File: src/rtl/cpu_pkg.sv
// cpu_pkg: shared divider types, width constant and two's-complement helper
package cpu_pkg;
   localparam int DATA_WIDTH = 64;
   typedef enum logic [1:0] {IDLE, CALC, FIN} div_state_t;
   function automatic logic [DATA_WIDTH-1:0] negate(input logic [DATA_WIDTH-1:0] v);
      return ~v + 1'b1;
   endfunction
endpackage

File: src/rtl/seq_divider_div_step.sv
// div_step: one restoring-division iteration on the {rem,quo} pair
module div_step
   import cpu_pkg::*;
#(
   parameter int WIDTH = DATA_WIDTH
) (
   input  logic [WIDTH-1:0] rem,
   input  logic [WIDTH-1:0] quo,
   input  logic [WIDTH-1:0] divisor_mag,
   output logic [WIDTH-1:0] rem_next,
   output logic [WIDTH-1:0] quo_next
);
   logic [WIDTH:0] shifted;
   logic [WIDTH:0] trial;
   // a borrow out of the WIDTH+1-bit subtract means the divisor did not fit
   always_comb begin
      shifted  = {rem, quo[WIDTH-1]};
      trial    = shifted - {1'b0, divisor_mag};
      rem_next = trial[WIDTH] ? shifted[WIDTH-1:0] : trial[WIDTH-1:0];
      quo_next = {quo[WIDTH-2:0], ~trial[WIDTH]};
   end
endmodule

File: src/rtl/seq_divider.sv
// seq_divider: multi-cycle restoring divider for UDIV/SDIV with quotient and remainder
module seq_divider
   import cpu_pkg::*;
#(
   parameter int WIDTH = DATA_WIDTH,
   parameter int CNT_W = $clog2(WIDTH) + 1
) (
   input  logic             clk,
   input  logic             reset,
   input  logic             start,
   input  logic             is_signed,
   input  logic [WIDTH-1:0] dividend,
   input  logic [WIDTH-1:0] divisor,
   input  logic             flush,
   output logic             busy,
   output logic             done,
   output logic [WIDTH-1:0] quotient,
   output logic [WIDTH-1:0] remainder
);
   div_state_t       state, state_next;
   logic [CNT_W-1:0] cnt;
   logic [WIDTH-1:0] rem, quo, dvs, rem_n, quo_n;
   logic             q_neg, r_neg, accept, dvd_neg, dvs_neg;

   assign accept  = start && !flush;
   assign dvd_neg = is_signed && dividend[WIDTH-1];
   assign dvs_neg = is_signed && divisor[WIDTH-1];

   div_step #(.WIDTH(WIDTH)) u_step (
      .rem(rem),
      .quo(quo),
      .divisor_mag(dvs),
      .rem_next(rem_n),
      .quo_next(quo_n)
   );

   // state register
   always_ff @(posedge clk or negedge reset) begin
      if (!reset) state <= IDLE;
      else        state <= state_next;
   end

   // next state: zero divisor bypasses the iterations, flush aborts to idle
   always_comb begin
      state_next = state;
      case (state)
         IDLE:    state_next = accept ? ((divisor == '0) ? FIN : CALC) : IDLE;
         CALC:    state_next = flush ? IDLE : ((cnt == CNT_W'(1)) ? FIN : CALC);
         FIN:     state_next = IDLE;
         default: state_next = IDLE;
      endcase
   end

   // operand capture, iteration datapath and result registration
   always_ff @(posedge clk or negedge reset) begin
      if (!reset) begin
         cnt       <= '0;
         rem       <= '0;
         quo       <= '0;
         dvs       <= '0;
         q_neg     <= 1'b0;
         r_neg     <= 1'b0;
         busy      <= 1'b0;
         done      <= 1'b0;
         quotient  <= '0;
         remainder <= '0;
      end else begin
         done <= 1'b0;
         case (state)
            IDLE: if (accept) begin
               busy <= 1'b1;
               cnt  <= CNT_W'(WIDTH);
               if (divisor == '0) begin
                  rem   <= dividend;
                  quo   <= '0;
                  dvs   <= '0;
                  q_neg <= 1'b0;
                  r_neg <= 1'b0;
               end else begin
                  rem   <= '0;
                  quo   <= dvd_neg ? negate(dividend) : dividend;
                  dvs   <= dvs_neg ? negate(divisor) : divisor;
                  q_neg <= dvd_neg ^ dvs_neg;
                  r_neg <= dvd_neg;
               end
            end
            CALC: if (flush) begin
               busy <= 1'b0;
            end else begin
               rem <= rem_n;
               quo <= quo_n;
               cnt <= cnt - 1'b1;
            end
            FIN: begin
               busy <= 1'b0;
               if (!flush) begin
                  done      <= 1'b1;
                  quotient  <= q_neg ? negate(quo) : quo;
                  remainder <= r_neg ? negate(rem) : rem;
               end
            end
            default: busy <= 1'b0;
         endcase
      end
   end
endmodule

File: config.mk
export PLATFORM = sky130hd
export DESIGN_NAME = seq_divider
export DESIGN_NICKNAME = d
export VERILOG_FILES = /design/src/rtl/cpu_pkg.sv /design/src/rtl/seq_divider_div_step.sv /design/src/rtl/seq_divider.sv
export SDC_FILE = /design/constraint.sdc
export NUM_CORES = 1
export LEC_CHECK = 0
export CORE_MARGIN = 5
export CORE_UTILIZATION = 50
export CTS_CLUSTER_SIZE = 30
export DETAILED_ROUTE_END_ITERATION = 8
export PLACE_DENSITY_LB_ADDON = 0.2
export SLEW_MARGIN = 10
export SYNTH_ARGS = -nofsm -noshare
export SYNTH_HDL_FRONTEND = slang
export SYNTH_SLANG_ARGS = --single-unit
File: constraint.sdc
create_clock -name clk -period 4.7 [get_ports clk]
set_input_delay 0.94 -clock clk [delete_from_list [all_inputs] [get_ports clk]]
set_output_delay 0.94 -clock clk [all_outputs]
set_load 0.005 [all_outputs]
==> impl_metrics.py, run 1 <==
metrics = {
    "worst_setup_path": {
        "critPathMaxFanout": 6,
        "crit_slowest_cell": "a211oi_1",
        "critPathLaunchType": "flip-flop",
        "criticalPathCategory": "flip-flop to flip-flop",
        "slowest_delay_ns": 0.53,
        "cp.arrival_ns": 4.75,
        "end_kind": "flip-flop",
        "crit_chain": "ha_1 > and3_1 > nand4_1 > or3_1 > a211oi_1 > o311ai_0 > a211oi_1 > a31oi_1 > and3_1 > a21oi_1 > xnor2_1 > a221oi_1",
        "worstPathRequired_ns": 5.17,
    },
    "pwr": {
        "power_density_mw_per_mm2": 605,
        "leakage_uw": 0.0113,
        "finalPower_uw": 16700,
        "ir_worst_vdd_mv": 0.624,
    },
    "logic_synthesis": {
        "synth_most_common_cell": "nand2_1",
        "ys_seq_elements": 333,
        "syn-num-nets": 3088,
        "synth_edf_count": 0,
        "yosys-top-cells-area": "dfrtp_1 36%, o21ai_0 8.0%, xor2_1 7.8%",
        "synth_warnings": 0,
        "dominantRegCellSynth": "dfrtp_1",
        "syn_inst": 2884,
        "synth_top_cell_area_share": 0.364,
        "synth_common_cells": "429 x nand2_1, 364 x o21ai_0, 333 x dfrtp_1",
        "synth_area_sq_mm": 0.0229,
        "synth.yosys.seq_area_share": 0.364,
        "yosysTopAreaCell": "dfrtp_1",
        "async_flop_share": 1.00,
        "synth_area_per_cell_sq_um": 7.93,
        "synth_cell_types": 69,
    },
    "timing": {
        "fin_ws_ns": 0.413,
        "hold_viol": 0,
        "setup_tns_ns": 0,
        "period_share": 0.912,
        "setup_viol": 0,
        "period_needed_ns": 4.29,
        "relSlewSlack": 0.295,
        "worstMarginPinSlew_ns": 1.06,
        "drv_slew": 0,
        "clock_skew_ns": 0.0227,
        "rsz0062_at_grt": "no",
        "max_freq_ghz": 0.233,
    },
    "grt": {
        "grt_max_degree": 118,
        "track_usage": 0.297,
        "grt_pass1_wl_um": 120000,
        "grt_overflow": 0,
        "first_global_vias": 21000,
        "antenna_found_initial": 12,
    },
    "placement": {
        "pre_cts_ws_ns": 0.148,
        "place_hpwl_um": 59100,
        "finalWeightedCongestion": 0.983,
        "portBuffers": 262,
    },
    "detailed_routing": {
        "num_vias": 22200,
        "drt-total-wl_um": 76800,
        "drcViolationCount": 0,
        "drtAntennaViolNets": 0,
        "vias_per_cell": 5.96,
        "drt_iter0_drc": 2137,
        "drt-wirelength-per-cell_um": 20.6,
        "drt_first_pass_iters": 6,
    },
    "clock_tree": {
        "clk_path_buf_depth": 3,
        "cts_sinks": 333,
        "clk_pin_slew_worst_paths_ns": 0.06,
        "insertion_delay_ns": 0.57,
        "post_cts_resized": 0,
        "htreeDepth": 2,
        "cts_tree": "built",
        "cts_hold_buf": 0,
        "postCtsSetupBuffers": 0,
        "numCtsBuffers": 38,
        "cts-root-buf": "clkbuf_16",
    },
    "die": {
        "die_h_um": 224,
        "coreArea_sq_mm": 0.0453,
        "dieArea_sq_mm": 0.0501,
        "pin_count": 263,
        "start_util": 0.505,
        "rows": 78,
        "die_w_um": 224,
    },
    "status": {
        "status": "completed",
    },
    "final_layout": {
        "nNetsFinal": 3293,
        "area_delta_synth_final_pct": 20.6,
        "drive_above_1_share": 0.0553,
    },
    "run": {
        "cap_viol_max_count": 0,
    },
    "min_path": {
        "hold_path_class": "input pin to async pin",
    },
}
==> cells by family after synthesis <==
group,Yosys count,synth area share
and+or+nand+nor,976,0.193
AOI/OAI and AO/OA,921,0.239
DFF,333,0.364
xor gates and xnor gates,307,0.118
buffers and inverters,269,0.0443
adders and majority gates,71,0.0392
muxes,7,0.00312
==> critical path, delay by kind of cell, from the launching register on <==
kind            cells  cell delay, ns
flops               1            0.48
xor+xnor            1            0.13
compound gates      6            1.91
fa+ha+maj           1            0.44
simple gates        4            1.22
==> metal layers <==
| layer | up-vias | routed length [um] | global-route usage |
|---|---|---|---|
| met4 | 6 | 2430 | 0.102 |
| met1 | 10500 | 34300 | 0.437 |
| li1 | 10600 | - | - |
| met2 | 945 | 33500 | 0.446 |
| met3 | 145 | 6540 | 0.0501 |
| met5 | - | 51 | 0 |
==> flip-flops by register name (all words and copies together) (netlist names) <==
| register | flops |
|---|---|
| q_neg | 1 |
| rem | 64 |
| state | 2 |
| remainder | 64 |
| quotient | 64 |
| r_neg | 1 |
| busy | 1 |
| quo | 64 |
| cnt | 7 |
| dvs | 64 |
| done | 1 |
==> per-stage QoR <==
stage	util	cell area, sq um	instances	hold slack (ns)
2_1_floorplan	-	22900	2884	0.450
3_5_place_dp	0.582	26300	3649	0.471
4_1_cts	0.609	27600	3712	0.483
5_1_grt	0.609	27600	3721	0.491
3_3_place_gp	0.582	26300	3649	0.463
6_report	0.609	27600	3721	0.475
==> final cells by class <==
class,count,area [sq um]
Tap cell,600,751
Sequential cell,333,8330
Multi-Input combinational cell,2282,13600
Timing Repair Buffer,336,3280
Clock buffer,56,1120
Inverter,98,368
Fill cell,4120,17700
Antenna cell,9,22.5
Clock inverter,7,114
==> path summary, 6_finish.rpt <==
| path | to | start | slack [ns] | cells after the start |
|---|---|---|---|---|
| max | rem[55]$_DFFE_PN0P_ | rem[21]$_DFFE_PN0P_ | 0.41 | 12 |
| min | quotient[7]$_DFFE_PN0P_ | reset | 0.47 | 1 |
| max reg2reg | rem[55]$_DFFE_PN0P_ | rem[21]$_DFFE_PN0P_ | 0.41 | 12 |
| min reg2reg | quotient[0]$_DFFE_PN0P_ | quotient[0]$_DFFE_PN0P_ | 0.47 | 2 |
| max in group asynchronous | remainder[62]$_DFFE_PN0P_ | reset | 3.07 | 2 |
| min in group clk | quotient[0]$_DFFE_PN0P_ | quotient[0]$_DFFE_PN0P_ | 0.48 | 2 |
==> layout by cell type (no fill, tap or decap), drive strengths merged, types with 8 or more instances in the layout <==
cell type	n
a221oi	45
dfrtp	333
ha	70
diode	9
xor2	203
a211oi	13
o31ai	64
nand2b	23
xnor2	104
inv	99
a21o	32
a31oi	33
nor2b	9
nor3	44
a22oi	8
and2	8
or2	14
nand2	429
o41ai	24
nor4	28
nand4	19
clkbuf	56
or3	50
o22ai	11
nand3	38
a21oi	257
nor2	250
and3	15
clkdlybuf4s50	261
or4	32
buf	75
o21bai	16
o21ai	367
==> power by group <==
group / switching, uW / internal (uW)
clock: 1220 / 1800
combinational: 5230 / 3540
sequential: 1230 / 3650
total: 7680 / 9000
(Power assumes the default switching activity.)
==> inputs of run 2 (changes only) <==
--- a/config.mk
+++ b/config.mk
@@ -9,7 +9,7 @@
 export CORE_UTILIZATION = 50
 export CTS_CLUSTER_SIZE = 30
 export DETAILED_ROUTE_END_ITERATION = 8
-export PLACE_DENSITY_LB_ADDON = 0.2
+export PLACE_DENSITY_LB_ADDON = 0.08
 export SLEW_MARGIN = 10
 export SYNTH_ARGS = -nofsm -noshare
 export SYNTH_HDL_FRONTEND = slang
==> run 2 against run 1 <==
Net effect: register-to-register slack got worse by 0.12 ns; fmax decreased by 2.7%; first-iteration DRC count about the same; sequential cell count unchanged; clock skew decreased by 0.0042 ns; final area increased by 0.12%; via count decreased by 0.22%; routed wire length about the same; sequential share of layout area about the same; critical path depth increased by 4; die area unchanged; setup slack got worse by 0.12 ns; largest power group unchanged.
==> impl_metrics.py, run 2 (synthesis gave the netlist of run 1 again) <==
metrics = {
    "die": {
        "coreArea_sq_mm": 0.0453,
        "start_util": 0.505,
        "die_h_um": 224,
        "rows": 78,
        "pin_count": 263,
        "die_w_um": 224,
        "dieArea_sq_mm": 0.0501,
    },
    "grt": {
        "grt_max_degree": 116,
        "antenna_found_initial": 5,
        "track_usage": 0.297,
        "grt_overflow": 0,
        "grt_pass1_wl_um": 120000,
        "first_global_vias": 21100,
    },
    "run": {
        "cap_viol_max_count": 0,
    },
    "final_layout": {
        "nNetsFinal": 3289,
        "nFillCells": 4117,
        "drive_above_1_share": 0.0556,
        "final_common_cell": "nand2_1",
        "area_delta_synth_final_pct": 20.7,
        "layout_common_cells": "428 x nand2_1, 364 x o21ai_0, 332 x dfrtp_1",
    },
    "min_path": {
        "hold_path_class": "input pin to async pin",
    },
    "worst_setup_path": {
        "criticalPathCategory": "flip-flop to flip-flop",
        "r2r-start": "quo[63]$_DFFE_PN0P_",
        "reg2reg_depth": 16,
        "worstPathRequired_ns": 5.15,
        "critPathMaxFanout": 5,
        "worstSetupEndpoint": "rem[58]$_DFFE_PN0P_",
        "reg2reg_to": "rem[58]$_DFFE_PN0P_",
        "critPathLaunchType": "flip-flop",
        "cp-startpoint": "quo[63]$_DFFE_PN0P_",
        "ff2ff_setup_slack_ns": 0.30,
        "end_kind": "flip-flop",
        "cp.arrival_ns": 4.85,
    },
    "clock_tree": {
        "cts-root-buf": "clkbuf_16",
        "postCtsSetupBuffers": 0,
        "numCtsBuffers": 39,
        "insertion_delay_ns": 0.57,
        "clk_path_buf_depth": 3,
        "cts_tree": "built",
        "cts_sinks": 333,
        "cts_hold_buf": 0,
        "post_cts_resized": 0,
        "clk_pin_slew_worst_paths_ns": 0.06,
        "htreeDepth": 2,
    },
    "timing": {
        "setup_viol": 0,
        "period_share": 0.937,
        "period_needed_ns": 4.40,
        "hold_viol": 0,
        "clock_skew_ns": 0.0185,
        "worstMarginPinSlew_ns": 1.07,
        "rsz0062_at_grt": "no",
        "max_freq_ghz": 0.227,
        "drv_slew": 0,
        "setup_tns_ns": 0,
        "whs_ns": 0.476,
        "relSlewSlack": 0.290,
    },
    "status": {
        "status": "completed",
    },
    "detailed_routing": {
        "drt_first_pass_iters": 5,
        "drcViolationCount": 0,
        "num_vias": 22100,
        "drt-total-wl_um": 76900,
        "vias_per_cell": 5.95,
        "drt_iter0_drc": 2136,
        "drtAntennaViolNets": 0,
        "drt-wirelength-per-cell_um": 20.7,
    },
    "pwr": {
        "ir_worst_vdd_mv": 0.359,
        "leakage_uw": 0.0113,
        "power_density_mw_per_mm2": 607,
    },
    "placement": {
        "place_hpwl_um": 59400,
        "finalWeightedCongestion": 0.965,
        "portBuffers": 262,
    },
}
[run 2: worst max-delay path: stages (launching register included)]
cell and delay (ns):
dfrtp_1 0.38, inv_1 0.18, ha_1 0.27, fa_1 0.21, nand2b_1 0.17, a21oi_1 0.18, o21ai_0 0.41, nand3_1 0.27
a31oi_1 0.65, o211ai_1 0.23, buf_4 0.21, xor2_4 0.24, nor2_1 0.11, buf_4 0.20, a221oi_1 0.32, o22a_1 0.19
nand2_1 0.04
[run 2: through the flow]
step | cell area, sq um | power, uW | worst slack [ns] | utilization | instances
after floorplan | 22900 | 10300 | 0.695 | - | 2884
after global routing | 27600 | 17900 | 0.217 | 0.610 | 3716
after CTS | 27600 | 16700 | 0.409 | 0.610 | 3712
after detailed placement | 26300 | 13500 | 0.106 | 0.582 | 3644
final | 27600 | 16800 | 0.296 | 0.610 | 3718
after global placement | 26300 | 13400 | 0.228 | 0.582 | 3644
[run 2: cell type report]
class / instances / area (sq um) / share of cell area
clock buffer: 53 / 1100 / 0.0398
sequential: 333 / 8330 / 0.302
multi-input combinational: 2282 / 13600 / 0.492
tap: 600 / 751 / 0.0272
clock inverter: 15 / 174 / 0.00630
antenna: 6 / 15.0 / 0.000544
timing repair buffer: 331 / 3280 / 0.119
inverter: 98 / 368 / 0.0133
[run 2: how the worst min path moves through the flow]
stage	from	endpoint	slack, ns	depth (start not counted)
3_5_place_dp	quotient[14]$_DFFE_PN0P_	quotient[14]$_DFFE_PN0P_	0.47	2
3_3_place_gp	dvs[34]$_DFFE_PN0P_	dvs[34]$_DFFE_PN0P_	0.46	2
2_1_floorplan	dvs[10]$_DFFE_PN0P_	dvs[10]$_DFFE_PN0P_	0.45	2
6_report	reset	quotient[6]$_DFFE_PN0P_	0.48	1
4_1_cts	remainder[11]$_DFFE_PN0P_	remainder[11]$_DFFE_PN0P_	0.48	2
5_1_grt	quotient[54]$_DFFE_PN0P_	quotient[54]$_DFFE_PN0P_	0.50	2
[run 2: report_power, final]
| part | internal [uW] | switching, uW |
|---|---|---|
| sequential | 3650 | 1230 |
| clock | 1810 | 1250 |
| combinational | 3550 | 5280 |
[run 2: routing by layer]
| metal | vias to the layer above | global-route usage | share of wire |
|---|---|---|---|
| li1 | 10600 | - | - |
| met1 | 10400 | 0.447 | 0.45 |
| met2 | 959 | 0.448 | 0.44 |
| met3 | 122 | 0.0436 | 0.086 |
| met4 | 0 | 0.0814 | 0.026 |
| met5 | - | 0 | 0 |
